`src/rtl/wash_sequencer_if.sv`:
```
// Control and status bundle between billing/front panel and the wash sequencer.
interface wash_sequencer_if;
  // start, pause and abort are single-cycle strobes with no ready; the sequencer
  // samples them on every rising clk edge and silently drops any that are not
  // legal in the current phase.
  logic       start;
  logic [1:0] mode;
  logic       pause;
  logic       abort;
  logic [2:0] phase;
  logic       paused;
  logic [6:0] remain;
  logic [7:0] remain_bcd;
  logic       busy;
  logic       door_lock;
  logic       valve;
  logic [1:0] motor;
  logic       drain;
  logic       done;
  logic       aborted;

  modport master (
    output start, mode, pause, abort,
    input  phase, paused, remain, remain_bcd, busy, door_lock, valve, motor, drain, done, aborted
  );

  modport slave (
    input  start, mode, pause, abort,
    output phase, paused, remain, remain_bcd, busy, door_lock, valve, motor, drain, done, aborted
  );
endinterface

```
`src/rtl/wash_sequencer.sv`:
```
// Washing machine program sequencer: fill, wash, rinse and spin phases timed by
// per-phase second countdowns, with pause, abort-to-drain and a done pulse.
module wash_sequencer #(
  parameter int TICK_DIV     = 100000000,
  parameter int FILL_S       = 3,
  parameter int WASH_S_SMALL = 5,
  parameter int WASH_S_MED   = 8,
  parameter int WASH_S_LARGE = 12,
  parameter int RINSE_S      = 4,
  parameter int SPIN_S       = 6,
  parameter int DRAIN_S      = 2
) (
  input  logic             clk,
  input  logic             rst,
  wash_sequencer_if.slave  bus
);
  typedef enum logic [2:0] {
    IDLE  = 3'd0,
    FILL  = 3'd1,
    WASH  = 3'd2,
    RINSE = 3'd3,
    SPIN  = 3'd4,
    DRAIN = 3'd5,
    DONE  = 3'd6
  } state_t;

  localparam int CW = (TICK_DIV > 1) ? $clog2(TICK_DIV) : 1;
  localparam logic [CW-1:0] CNT_MAX = CW'(TICK_DIV - 1);

  state_t        state, state_n;
  logic [CW-1:0] cnt, cnt_n;
  logic [1:0]    mode_r, mode_n;
  logic [6:0]    remain_n;
  logic          paused_n, aborted_n, done_n;
  logic          busy_n, act_n, valve_n, drain_n;
  logic [1:0]    motor_n;
  logic          runnable, run, tick;

  function automatic logic [6:0] dur(input state_t s, input logic [1:0] m);
    case (s)
      FILL:  dur = 7'(FILL_S);
      WASH:  case (m)
               2'b10:   dur = 7'(WASH_S_MED);
               2'b11:   dur = 7'(WASH_S_LARGE);
               default: dur = 7'(WASH_S_SMALL);
             endcase
      RINSE: dur = 7'(RINSE_S);
      SPIN:  dur = 7'(SPIN_S);
      DRAIN: dur = 7'(DRAIN_S);
      default: dur = 7'd0;
    endcase
  endfunction

  // First program phase at or after s with a nonzero duration; DONE if none remain.
  function automatic state_t first_from(input logic [2:0] s, input logic [1:0] m);
    first_from = DONE;
    for (int i = 4; i >= 1; i--) begin
      if (3'(i) >= s && dur(state_t'(3'(i)), m) != 7'd0) first_from = state_t'(3'(i));
    end
  endfunction

  assign runnable = (state == FILL) || (state == WASH) || (state == RINSE) || (state == SPIN);
  assign run      = (runnable || state == DRAIN) && !bus.paused;
  assign tick     = run && (cnt == CNT_MAX);

  always_comb begin
    state_n   = state;
    remain_n  = bus.remain;
    cnt_n     = cnt;
    mode_n    = mode_r;
    paused_n  = bus.paused;
    aborted_n = bus.aborted;
    done_n    = 1'b0;
    case (state)
      IDLE: begin
        if (bus.start) begin
          mode_n    = bus.mode;
          aborted_n = 1'b0;
          state_n   = first_from((bus.mode == 2'b00) ? SPIN : FILL, bus.mode);
        end
      end
      DONE: state_n = IDLE;
      default: begin
        if (bus.abort && runnable) begin
          state_n   = DRAIN;
          paused_n  = 1'b0;
          aborted_n = 1'b1;
        end else if (bus.pause && runnable) begin
          // The prescaler still moves this cycle, but a coinciding tick is lost.
          paused_n = !bus.paused;
          if (run) cnt_n = tick ? '0 : cnt + 1'b1;
        end else if (run) begin
          if (!tick) begin
            cnt_n = cnt + 1'b1;
          end else if (bus.remain > 7'd1) begin
            remain_n = bus.remain - 7'd1;
            cnt_n    = '0;
          end else begin
            state_n = (state == DRAIN) ? DONE : first_from(3'(state) + 3'd1, mode_r);
          end
        end
      end
    endcase
    if (state_n != state) begin
      remain_n = dur(state_n, mode_n);
      cnt_n    = '0;
      done_n   = (state_n == DONE);
    end
    busy_n  = (state_n == FILL) || (state_n == WASH) || (state_n == RINSE) ||
              (state_n == SPIN) || (state_n == DRAIN);
    act_n   = busy_n && !paused_n;
    valve_n = act_n && (state_n == FILL || state_n == RINSE);
    motor_n = {act_n && (state_n == SPIN), act_n && (state_n == WASH || state_n == RINSE)};
    drain_n = act_n && (state_n == SPIN || state_n == DRAIN);
  end

  always_ff @(posedge clk or negedge rst) begin
    if (!rst) begin
      state         <= IDLE;
      cnt           <= '0;
      mode_r        <= 2'b00;
      bus.phase     <= 3'd0;
      bus.paused    <= 1'b0;
      bus.remain    <= 7'd0;
      bus.busy      <= 1'b0;
      bus.door_lock <= 1'b0;
      bus.valve     <= 1'b0;
      bus.motor     <= 2'b00;
      bus.drain     <= 1'b0;
      bus.done      <= 1'b0;
      bus.aborted   <= 1'b0;
    end else begin
      state         <= state_n;
      cnt           <= cnt_n;
      mode_r        <= mode_n;
      bus.phase     <= state_n;
      bus.paused    <= paused_n;
      bus.remain    <= remain_n;
      bus.busy      <= busy_n;
      bus.door_lock <= busy_n;
      bus.valve     <= valve_n;
      bus.motor     <= motor_n;
      bus.drain     <= drain_n;
      bus.done      <= done_n;
      bus.aborted   <= aborted_n;
    end
  end

  assign bus.remain_bcd = {4'(bus.remain / 7'd10), 4'(bus.remain % 7'd10)};
endmodule

```
`src/flat_wrapper.sv`:
```
// flat-port wrapper written by rule: the top's interface ports become plain ports
module wash_sequencer_flat 
#(
  parameter int TICK_DIV     = 100000000,
  parameter int FILL_S       = 3,
  parameter int WASH_S_SMALL = 5,
  parameter int WASH_S_MED   = 8,
  parameter int WASH_S_LARGE = 12,
  parameter int RINSE_S      = 4,
  parameter int SPIN_S       = 6,
  parameter int DRAIN_S      = 2
)
  (clk, rst, bus_start, bus_mode, bus_pause, bus_abort, bus_phase, bus_paused, bus_remain, bus_remain_bcd, bus_busy, bus_door_lock, bus_valve, bus_motor, bus_drain, bus_done, bus_aborted);
  wash_sequencer_if bus_i ();
  input  logic clk;
  input  logic rst;
  input wire logic [$bits(bus_i.start)-1:0] bus_start;
  input wire logic [$bits(bus_i.mode)-1:0] bus_mode;
  input wire logic [$bits(bus_i.pause)-1:0] bus_pause;
  input wire logic [$bits(bus_i.abort)-1:0] bus_abort;
  output wire logic [$bits(bus_i.phase)-1:0] bus_phase;
  output wire logic [$bits(bus_i.paused)-1:0] bus_paused;
  output wire logic [$bits(bus_i.remain)-1:0] bus_remain;
  output wire logic [$bits(bus_i.remain_bcd)-1:0] bus_remain_bcd;
  output wire logic [$bits(bus_i.busy)-1:0] bus_busy;
  output wire logic [$bits(bus_i.door_lock)-1:0] bus_door_lock;
  output wire logic [$bits(bus_i.valve)-1:0] bus_valve;
  output wire logic [$bits(bus_i.motor)-1:0] bus_motor;
  output wire logic [$bits(bus_i.drain)-1:0] bus_drain;
  output wire logic [$bits(bus_i.done)-1:0] bus_done;
  output wire logic [$bits(bus_i.aborted)-1:0] bus_aborted;
  assign bus_i.start = bus_start;
  assign bus_i.mode = bus_mode;
  assign bus_i.pause = bus_pause;
  assign bus_i.abort = bus_abort;
  assign bus_phase = bus_i.phase;
  assign bus_paused = bus_i.paused;
  assign bus_remain = bus_i.remain;
  assign bus_remain_bcd = bus_i.remain_bcd;
  assign bus_busy = bus_i.busy;
  assign bus_door_lock = bus_i.door_lock;
  assign bus_valve = bus_i.valve;
  assign bus_motor = bus_i.motor;
  assign bus_drain = bus_i.drain;
  assign bus_done = bus_i.done;
  assign bus_aborted = bus_i.aborted;
  wash_sequencer #(.TICK_DIV(TICK_DIV), .FILL_S(FILL_S), .WASH_S_SMALL(WASH_S_SMALL), .WASH_S_MED(WASH_S_MED), .WASH_S_LARGE(WASH_S_LARGE), .RINSE_S(RINSE_S), .SPIN_S(SPIN_S), .DRAIN_S(DRAIN_S)) u_core (.clk(clk), .rst(rst), .bus(bus_i));
endmodule
```
`config.mk`:
```
export PLATFORM = sky130hd
export DESIGN_NAME = wash_sequencer_flat
export DESIGN_NICKNAME = d
export VERILOG_FILES = /design/src/rtl/wash_sequencer_if.sv /design/src/rtl/wash_sequencer.sv /design/src/flat_wrapper.sv
export SDC_FILE = /design/constraint.sdc
export NUM_CORES = 1
export LEC_CHECK = 0
export ABC_AREA = 1
export BUFFER_PORTS_ARGS = -buffer_cell sky130_fd_sc_hd__buf_2
export CAP_MARGIN = 30
export CORE_MARGIN = 1.5
export CORE_UTILIZATION = 65
export CTS_CLUSTER_SIZE = 10
export DETAILED_ROUTE_END_ITERATION = 8
export GPL_ROUTABILITY_DRIVEN = 0
export MAX_ROUTING_LAYER = met4
export PLACE_DENSITY_LB_ADDON = 0.1
export SKIP_LAST_GASP = 1
export SYNTH_ARGS = -nofsm -noshare
export SYNTH_HDL_FRONTEND = slang
export SYNTH_SLANG_ARGS = --single-unit
```
`constraint.sdc`:
```
create_clock -name clk -period 4 [get_ports clk]
set_clock_uncertainty 0.15 [all_clocks]
set_input_delay 0.2 -clock clk [delete_from_list [all_inputs] [get_ports clk]]
set_output_delay 0.2 -clock clk [all_outputs]
set_load 0.02 [all_outputs]
```
==> impl_metrics.csv, run 1 <==
group,metric,value,unit
detailed_routing,dr.pass1.iters,5,
status,outcome,"finished, final reports clean",
clock_tree,h-tree-depth,2,
setup_path,cp_max_fo,6,
cells_and_area,seqCellArea,1180,sq um
sta,fmax,0.301,GHz
clock_tree,clkLatencyLatePin,0.31,ns
sta,relSlewSlack,46.6,%
setup_path,critPathTopFamily,"simple AND/OR/NAND/NOR gates",
cells_and_area,layout-drive-gt1-share,15.7,%
setup_path,worstSetupPathType,"flip-flop to output port",
sta,fin_tns_setup,0,ns
floorplan,core-area,5540,sq um
floorplan,die-area,6230,sq um
power,total_power,2.67,mW
detailed_routing,via_per_inst,5.50,
sta,slew_violations,0,
floorplan,die_h,78.9,um
setup_path,start_kind,"flip-flop",
detailed_routing,final_antenna_net_count,0,
cells_and_area,finalNonFillerCells,638,
clock_tree,clock-sinks,47,
synthesis,syn_area_per_cell,7.02,sq um
clock_tree,cts_tree,"done",
synthesis,yosysWarnings,0,
synthesis,synth_cell_types,39,
setup_path,cp.required,3.65,ns
floorplan,initial_core_util,67.6,%
sta,hold_viol,0,
grt,grt_util_all_layers,29.9,%
sta,fin_ws,0.673,ns
cells_and_area,antenna_cells,0,
synthesis,netlist.area_leader.share,31.4,%
grt,antenna_found_initial,0,
clock_tree,cts_buffer_depth,2,
sta,fin_crit_sh,83.2,%
clock_tree,clockRootBuffer,"clkbuf_8",
placed_design,hpwlAfterDp,6400,um
power,p_per_area,667,nW/um^2
power,p_leak,2.05,nW
detailed_routing,num_vias,3511,
grt,grt_pass1_vias,3305,
synthesis,synth-seq-area-share,31.4,%
sta,whs,0.0898,ns
power,peakVddDrop,0.512,mV
sta,rsz0062_at_grt,"no",
synthesis,syn_area,3750,sq um
sta,tightest_slew,0.794,ns
setup_path,crit_path_end_kind,"output port",
synthesis,ys_ff_latch,47,
run,drv_cap,0,
synthesis,synth_area_leaders,"dfrtp_1 (31%), nand2_1 (17%), nand3_1 (6.5%)",
clock_tree,path_clk_slew,0.08,ns
cells_and_area,areaGrowthSynthToFinish,7.01,%
cells_and_area,multi_input_area,2230,sq um
clock_tree,cts_inserted_buffers,5,
cells_and_area,fillers,466,
sta,period_minus_slack,3.33,ns
synthesis,synth_top_area_cell,"dfrtp_1",
floorplan,rows,27,
setup_path,cp.arrival,2.98,ns
placed_design,io_buffers,33,
synthesis,synthesis.nets,552,
setup_path,path_cells,"inv_1 -> nor2_1 -> nand2_1 -> o21ai_1 -> inv_1 -> nand2_1 -> nand2_1 -> nand2_1 -> nor2_1 -> nor2_1 -> nand2_1 -> nand2_1 -> nand2_1 -> nand2_1 -> inv_1 -> ha_1 -> inv_1 -> nand3_1 -> nand3_1 -> nand2_1 -> nand2_1 -> buf_2",
sta,setup_violations,0,
grt,grt-ovfl-total,0,
setup_path,cp_common_cell,"nand2_1",
clock_tree,cts_post_setup_buffers_inserted,0,
floorplan,ios,34,
setup_path,cp_slowest_cell,"dfrtp_1",
hold_path,hp-class,"input pin to flip-flop",
placed_design,place_inst,628,
grt,grt_first_pass_wirelength,14500,um
detailed_routing,drt-total-wl,8420,um
detailed_routing,drcViolationCount,0,
placed_design,place_ws,1.02,ns
cells_and_area,nets,583,
synthesis,synth_cells,534,
floorplan,die_x,78.9,um
grt,grt_max_degree,31,
detailed_routing,drt_iter0_drc,286,
setup_path,worst-path-buf-inv,5,
setup_path,cpPeakStageDelay,0.46,ns
detailed_routing,detail_route.wl_per_cell,13.2,um
[cells by family (layout without fill, tap and decap cells)]
family                     after synthesis  in the layout  synth area share (%)
adders and majority gates               11             11                  3.67
and+or+nand+nor                        359            359                  46.5
AOI/OAI and AO/OA                       20             20                  3.27
DFF                                     47             47                  31.4
xor gates and xnor gates                26             26                  6.08
buffers and inverters                   71            103                  9.11
[layout by cell type (no fill, tap or decap), drive strengths merged]
cell type,synthesis,final
clkinv,1,2
nor4,6,6
and3,1,1
or2,1,1
clkbuf,1,7
inv,57,57
nand3b,9,9
nand4,19,19
o21ai,12,12
o221ai,1,1
nor3b,1,1
o211ai,3,3
nor2,68,68
xor2,25,25
dlygate4sd3,0,2
nor3,14,14
nand3,62,62
xnor2,1,1
nand2,177,177
or3,1,1
a21oi,4,4
buf,12,35
ha,11,11
dfrtp,47,47
[sequential cells by signal, summed over array words and instances, names as in the netlist]
signal	flops
u_core.bus.paused	1
u_core.bus.drain	1
u_core.mode_r	2
u_core.bus.phase	3
u_core.bus.aborted	1
u_core.bus.remain	7
u_core.cnt	27
u_core.bus.motor	2
u_core.bus.done	1
u_core.bus.busy	1
u_core.bus.valve	1
[cells in the mapped netlist, drive strengths merged]
| cell type | instances |
|---|---|
| nand2 | 177 |
| nor2 | 68 |
| nand3 | 62 |
| inv | 57 |
| dfrtp | 47 |
| xor2 | 25 |
| nand4 | 19 |
| nor3 | 14 |
| buf | 12 |
| o21ai | 12 |
| ha | 11 |
| nand3b | 9 |
| nor4 | 6 |
| a21oi | 4 |
| o211ai | 3 |
| and3 | 1 |
| clkbuf | 1 |
| clkinv | 1 |
| nor3b | 1 |
| o221ai | 1 |
| or2 | 1 |
| or3 | 1 |
| xnor2 | 1 |
[power by group]
| part | internal (mW) | leakage (nW) | switching, mW |
|---|---|---|---|
| clock network | 0.123 | 0.0422 | 0.163 |
| registers | 0.558 | 0.620 | 0.0946 |
| logic | 0.486 | 1.39 | 1.25 |
| total | 1.17 | 2.05 | 1.51 |
[worst register-to-register path, cell delays in order, from the launching register on]
cell	delay, ns
dfrtp_1	0.58
inv_2	0.11
ha_1	0.22
a21oi_2	0.13
nand2_1	0.11
nand2_1	0.11
inv_2	0.07
nor2_4	0.11
nand4_1	0.11
nand3_2	0.10
nand2_2	0.11
nand2_2	0.10
nand2_4	0.07
nor2_8	0.15
nand2_8	0.11
nor2_8	0.32
nand2_1	0.12
nand2_1	0.09
[final cells by class]
cell class,instances,area share (%)
flip-flops and latches,47,29.3
well taps,72,2.25
clock inverters,1,0.125
inverters,58,5.49
multi-input cells,416,55.6
repair buffers,37,5.30
clock buffers,7,1.90
[routing by layer]
metal	track usage (%)	vias to the layer above	share of wire, %
li1	-	1777	-
met1	40.3	1613	48
met2	46.6	113	46
met3	4.94	8	5.5
met4	9.12	0	0.95
met5	-	-	0
[metrics by stage]
stage          utilization [%]  cell area (sq um)
6_report                  72.4               4010
5_1_grt                   72.4               4010
4_1_cts                   72.4               4010
3_5_place_dp              70.6               3910
3_3_place_gp              70.2               3890
2_1_floorplan                -               3750
[path summary, 6_finish.rpt]
kind / start / slack (ns) / end / cells past startpoint
max: u_core.bus.remain[6]$_DFFE_PN0P_ / 0.67 / bus_remain_bcd[2] / 22
min in group asynchronous: rst / 0.21 / u_core.cnt[0]$_DFFE_PN0P_ / 2
max reg2reg: u_core.bus.phase[2]$_DFF_PN0_ / 1.07 / u_core.cnt[12]$_DFFE_PN0P_ / 17
min: bus_abort / 0.09 / u_core.bus.aborted$_DFFE_PN0P_ / 3
max in group asynchronous: rst / 2.98 / u_core.bus.done$_DFF_PN0_ / 3
min reg2reg: u_core.mode_r[0]$_DFF_PN0_ / 0.33 / u_core.mode_r[0]$_DFF_PN0_ / 2
[timing repair]
action                                  CTS  global route
hold buffers                              2             0
resized for setup                         0             0
endpoints found under the setup margin    0             0
endpoints found under the hold margin    18             0
No activity file was read; power rests on OpenSTA's default activity.
==> run 2: changes to the inputs <==
- CORE_UTILIZATION: 65 -> 55
- clock period: 4 -> 2.9 ns (I/O delays scaled with it)
==> impl_metrics.csv, run 2 (synthesis results as in run 1) <==
group,metric,value,unit
status,outcome,"finished with violations",
status,violations,"design-rule violations",
detailed_routing,detail_route.wl_per_cell,14.6,um
setup_path,cp_common_cell,"nand2_2",
grt,grt_util_met1,39.3,%
cells_and_area,nets,623,
sta,tightest_slew,0.726,ns
floorplan,core-area,6460,sq um
setup_path,worstRegToRegCells,16,
sta,slew_violations,0,
cells_and_area,finalNonFillerCells,683,
cells_and_area,antenna_cells,0,
sta,setup_violations,0,
sta,fmax,0.347,GHz
cells_and_area,final_common_cell,"nand2_1",
floorplan,die-area,7320,sq um
cells_and_area,largest_reg_flops,27,
cells_and_area,regMostFlops,"u_core.cnt",
clock_tree,cts_inserted_buffers,5,
placed_design,hpwlAfterDp,6590,um
grt,top_usage_layer,"met2",
detailed_routing,num_vias,3767,
grt,use_met2,42.8,%
grt,antenna_found_initial,0,
grt,grt_max_degree,31,
grt,grt_util_all_layers,27.6,%
sta,relSlewSlack,51.6,%
clock_tree,clkLatencyLatePin,0.31,ns
hold_path,hp-class,"input pin to flip-flop",
placed_design,place_inst,642,
clock_tree,clock-sinks,47,
setup_path,worstSetupPathType,"flip-flop to output port",
detailed_routing,dr.pass1.iters,7,
power,p_per_area,1080,nW/um^2
setup_path,cp_max_fo,4,
setup_path,start_kind,"flip-flop",
cells_and_area,areaGrowthSynthToFinish,22.6,%
floorplan,die_h,85.5,um
setup_path,cp.required,2.61,ns
cells_and_area,reg_top3,"u_core.cnt (27), u_core.bus.remain (7), u_core.bus.phase (3)",
grt,met3_usage,3.08,%
clock_tree,h-tree-depth,2,
detailed_routing,drcViolationCount,1,
floorplan,die_x,85.5,um
clock_tree,cts_tree,"done",
setup_path,cp.arrival,2.59,ns
sta,fin_tns_setup,0,ns
sta,rsz0062_at_grt,"yes",
clock_tree,cts_buffer_depth,2,
grt,grt-ovfl-total,0,
sta,hold_viol,0,
setup_path,crit_path_end_kind,"output port",
clock_tree,path_clk_slew,0.10,ns
sta,fin_crit_sh,99.4,%
clock_tree,clockRootBuffer,"clkbuf_8",
placed_design,io_buffers,33,
grt,grt_pass1_vias,3368,
cells_and_area,fillers,505,
power,peakVddDrop,0.662,mV
setup_path,cp_slowest_cell,"dfrtp_2",
floorplan,initial_core_util,58.0,%
sta,period_minus_slack,2.88,ns
detailed_routing,final_antenna_net_count,0,
cells_and_area,mostFrequentLayoutCells,"nand2_1 (147), nor2_1 (53), nand3_1 (43), dfrtp_1 (43), inv_1 (40)",
hold_path,whs_path_depth,3,
cells_and_area,layout-drive-gt1-share,29.2,%
cells_and_area,utilization,71.1,%
grt,grt_first_pass_wirelength,16000,um
run,drv_cap,0,
floorplan,rows,29,
setup_path,path_cells,"nor2_4 -> nor2_4 -> nand2_2 -> o21ai_2 -> inv_1 -> nand2_2 -> nand2_4 -> nand2_4 -> nor2_2 -> nor2_2 -> inv_1 -> nand3_1 -> nand2_2 -> inv_2 -> ha_4 -> inv_2 -> nand3_4 -> nand3_4 -> nand2_2 -> nand2_2 -> buf_6",
power,p_leak,2.31,nW
detailed_routing,drt-total-wl,9970,um
detailed_routing,via_per_inst,5.52,
floorplan,ios,34,
setup_path,cpPeakStageDelay,0.46,ns
detailed_routing,drt_iter0_drc,227,
[run 2: cell types whose count changed in the layout (fill, tap and decap cells not counted), sizes merged]
cell / change
clkinv: -1
clkbuf: -2
buf: +39
bufinv: +2
nor2: +1
clkinvlp: +1
[run 2: worst paths after layout]
check,start,to,slack (ns)
worst max-delay path,u_core.bus.remain[4]$_DFFE_PN0P_,bus_remain_bcd[1],0.02
worst max register to register,u_core.bus.phase[0]$_DFF_PN0_,u_core.bus.remain[4]$_DFFE_PN0P_,0.10
worst min register to register,u_core.mode_r[0]$_DFF_PN0_,u_core.mode_r[0]$_DFF_PN0_,0.33
worst min-delay path,bus_abort,u_core.bus.aborted$_DFFE_PN0P_,0.04
min in group asynchronous,rst,u_core.cnt[3]$_DFFE_PN0P_,0.26
max in group asynchronous,rst,u_core.bus.phase[0]$_DFF_PN0_,1.57
[run 2: stage by stage]
step | setup WS, ns | hold slack, ns | cell area [sq um] | total power [mW]
6_report | 0.0175 | 0.0424 | 4590 | 4.98
5_1_grt | -0.168 | 0.0528 | 4590 | 5.31
2_1_floorplan | 0.0352 | -0.301 | 3770 | 2.96
3_5_place_dp | -0.0110 | 0.0901 | 3990 | 3.38
3_3_place_gp | 0.111 | 0.0716 | 3990 | 3.31
4_1_cts | -0.0208 | 0.0226 | 4330 | 4.40
[run 2: area by class of cell]
| cell class | instances | area, sq um | area share [%] |
|---|---|---|---|
| inverter | 58 | 225 | 4.90 |
| clock inverter | 3 | 67.6 | 1.47 |
| sequential | 47 | 1180 | 25.7 |
| timing repair buffer | 76 | 528 | 11.5 |
| multi-input combinational | 417 | 2430 | 52.8 |
| clock buffer | 5 | 68.8 | 1.50 |
| tap | 77 | 96.3 | 2.10 |
[run 2: repair_timing]
| item | 4_1_cts | 5_1_grt |
|---|---|---|
| gates cloned | 1 | 0 |
| pin swaps | 9 | 18 |
| hold buffers | 2 | 0 |
| buffers inserted | 16 | 14 |
| setup endpoints to repair | 35 | 38 |
| gates resized for setup | 17 | 44 |
| endpoints found under the hold margin | 30 | 0 |
[run 2: routing by layer]
| metal | routed length (um) | vias up |
|---|---|---|
| li1 | - | 1858 |
| met3 | 437 | 18 |
| met4 | 167 | 0 |
| met5 | 0 | - |
| met2 | 4730 | 123 |
| met1 | 4640 | 1768 |
[run 2: worst max-delay path, delay by kind of cell, from the launching register on]
family	cells	cell delay, ns
AO/OA/AOI/OAI	1	0.05
adder cells (fa/ha/maj)	1	0.15
buffers and inverters	5	0.36
flip-flops	1	0.46
AND/OR/NAND/NOR	14	1.26
[run 2: power breakdown]
part / internal (mW) / switching (mW)
clock: 0.344 / 0.244
combinational: 1.31 / 2.20
sequential: 0.773 / 0.113
total: 2.43 / 2.56
==> run 3: changes to the inputs <==
- ABC_AREA: 1 -> not set
- CORE_UTILIZATION: 55 -> 54
==> impl_metrics.csv, run 3 <==
group,metric,value,unit
status,outcome,"finished with violations",
status,violations,"negative setup slack",
grt,grt_util_all_layers,28.2,%
detailed_routing,drt-total-wl,9810,um
synthesis,syn_area_per_cell,8.52,sq um
power,p_per_area,650,nW/um^2
sta,rsz0062_at_grt,"yes",
synthesis,yosysWarnings,0,
synthesis,syn_area,3340,sq um
synthesis,synth_area_leaders,"dfrtp_1 (35%), nor2_1 (5.7%), xor2_1 (4.2%)",
synthesis,synth_top_area_cell,"dfrtp_1",
run,drv_cap,0,
clock_tree,cts_inserted_buffers,5,
setup_path,crit_path_end_kind,"output port",
clock_tree,cts_tree,"done",
detailed_routing,drt_iter0_drc,245,
floorplan,die-area,6670,sq um
cells_and_area,layout-drive-gt1-share,41.2,%
sta,fmax,0.303,GHz
synthesis,synth_cell_types,68,
setup_path,cp.arrival,3.01,ns
sta,period_minus_slack,3.30,ns
detailed_routing,drcViolationCount,0,
setup_path,cp_max_fo,4,
power,total_power,3.11,mW
floorplan,die_x,81.6,um
sta,fin_ws,-0.403,ns
clock_tree,clock-sinks,47,
synthesis,synth_flop_cell,"dfrtp_1",
floorplan,rows,28,
setup_path,worstSetupPathType,"flip-flop to output port",
floorplan,core-area,5960,sq um
synthesis,synth-edff-count,0,
power,peakVddDrop,0.481,mV
grt,grt_max_degree,28,
grt,antenna_found_initial,0,
detailed_routing,num_vias,3430,
cells_and_area,antenna_cells,0,
placed_design,hpwlAfterDp,6380,um
placed_design,place_inst,542,
detailed_routing,final_antenna_net_count,0,
setup_path,r2r_setup_slack,-0.17,ns
cells_and_area,mostFrequentLayoutCells,"buf_4 (65), nor2_1 (49), dfrtp_1 (43)",
synthesis,ys_ff_latch,47,
cells_and_area,nets,515,
detailed_routing,via_per_inst,5.99,
setup_path,start_kind,"flip-flop",
synthesis,netlist.area_leader.share,35.2,%
cells_and_area,regMostFlops,"u_core.cnt",
sta,whs,0.0264,ns
detailed_routing,dr.pass1.iters,5,
floorplan,initial_core_util,56.1,%
floorplan,die_h,81.6,um
grt,grt_pass1_vias,3133,
detailed_routing,detail_route.wl_per_cell,17.1,um
setup_path,cp.required,2.61,ns
clock_tree,cts_buffer_depth,2,
sta,tightest_slew,0.911,ns
floorplan,ios,34,
synthesis,yosysMostFrequentCell,"nor2_1",
cells_and_area,finalNonFillerCells,573,
sta,fin_crit_sh,114,%
cells_and_area,final_common_cell,"buf_4",
grt,grt_first_pass_wirelength,14300,um
cells_and_area,stdcell_area,4780,sq um
cells_and_area,utilization,80.3,%
sta,hold_viol,0,
grt,grt-ovfl-total,0,
clock_tree,path_clk_slew,0.09,ns
cells_and_area,reg_top3,"u_core.cnt (27), u_core.bus.remain (7), u_core.bus.phase (3)",
synthesis,synthesis.nets,410,
clock_tree,h-tree-depth,2,
sta,relSlewSlack,38.8,%
sta,slew_violations,0,
clock_tree,clkLatencyLatePin,0.30,ns
cells_and_area,largest_reg_flops,27,
placed_design,io_buffers,33,
placed_design,placed_cell_area,4080,sq um
power,p_leak,2.11,nW
sta,setup_violations,21,
synthesis,synth_cells,392,
clock_tree,clockRootBuffer,"clkbuf_8",
synthesis,synth-seq-area-share,35.2,%
cells_and_area,areaGrowthSynthToFinish,43.1,%
synthesis,synthArstFlopShare,100,%
hold_path,hp-class,"input pin to flip-flop",
synthesis,ys_top_cells_by_count,"nor2_1 (51), dfrtp_1 (47), nand2_1 (32)",
[run 3: changes by cell type after synthesis, sizes merged, moves of 6 or more]
cell / change
nand2: -144
nand3: -53
inv: -39
o21ai: +18
a21oi: +17
nor2: -17
clkbuf: +11
xnor2: +9
xor2: -9
and3: +8
nand4: -8
or3: +8
nand3b: -6
[run 3: critical path: stages, from the launching register on]
cell and delay, ns:
dfrtp_2 0.40, or4b_1 0.52, o211ai_1 0.16, o41ai_4 0.15, xnor2_2 0.16, ha_2 0.19
inv_2 0.07, nor2_1 0.04, o21ai_1 0.13, o41a_1 0.18, a21oi_2 0.05, o21ai_4 0.23
mux2i_4 0.27, buf_6 0.13
[run 3: cells by family after synthesis]
logic type | synth area share [%]
flip-flops | 35.2
AND/OR/NAND/NOR | 25.6
multiplexers | 2.55
XOR/XNOR | 6.82
buffers and inverters | 5.13
adder cells (fa/ha/maj) | 4.12
AO/OA/AOI/OAI | 20.5
[run 3: routing by layer]
metal / share of wire (%) / wire [um] / up-vias / GRT usage [%]
met5: 0 / 0 / - / -
met4: 2.2 / 217 / 0 / 7.80
met3: 4.4 / 427 / 29 / 4.33
met2: 51 / 5030 / 106 / 49.0
met1: 42 / 4140 / 1676 / 33.9
li1: - / - / 1619 / -
[run 3: what timing repair did]
action | CTS | global route
gates cloned | 0 | 1
buffers inserted | 9 | 11
hold buffers | 2 | 0
endpoints found under the hold margin | 21 | 0
gates resized for setup | 29 | 62
pin swaps | 15 | 49
endpoints found under the setup margin | 27 | 45
[run 3: stage by stage]
stage	TNS (ns)	setup WS [ns]
floorplan	-1.33	-0.421
CTS	-1.52	-0.413
finish	-2.19	-0.403
detailed placement	-1.43	-0.185
global route	-4.98	-0.556
global placement	-0.354	-0.0544
[run 3: final timing paths]
kind                                             startpoint                          endpoint  cells after the start
min reg2reg                  u_core.bus.aborted$_DFFE_PN0P_    u_core.bus.aborted$_DFFE_PN0P_                      2
max                        u_core.bus.remain[3]$_DFFE_PN0P_                 bus_remain_bcd[2]                     13
min                                             bus_mode[0]        u_core.mode_r[0]$_DFF_PN0_                      2
min in group asynchronous                               rst    u_core.bus.aborted$_DFFE_PN0P_                      2
max reg2reg                   u_core.bus.phase[1]$_DFF_PN0_  u_core.bus.remain[0]$_DFFE_PN0P_                     12
max in group asynchronous                               rst  u_core.bus.remain[2]$_DFFE_PN0P_                      3
[run 3: layout make-up]
class,instances,area [sq um]
clock inverters,1,30.0
well taps,75,93.8
flip-flops and latches,47,1180
multi-input cells,306,2390
clock buffers,7,76.3
repair buffers,119,926
fillers,390,1180
inverters,18,80.1
[run 3: power by group]
| group | leakage, nW | internal (mW) | switching (mW) |
|---|---|---|---|
| sequential | 0.608 | 0.766 | 0.114 |
| clock | 0.0524 | 0.258 | 0.219 |
| combinational | 1.45 | 0.768 | 0.982 |
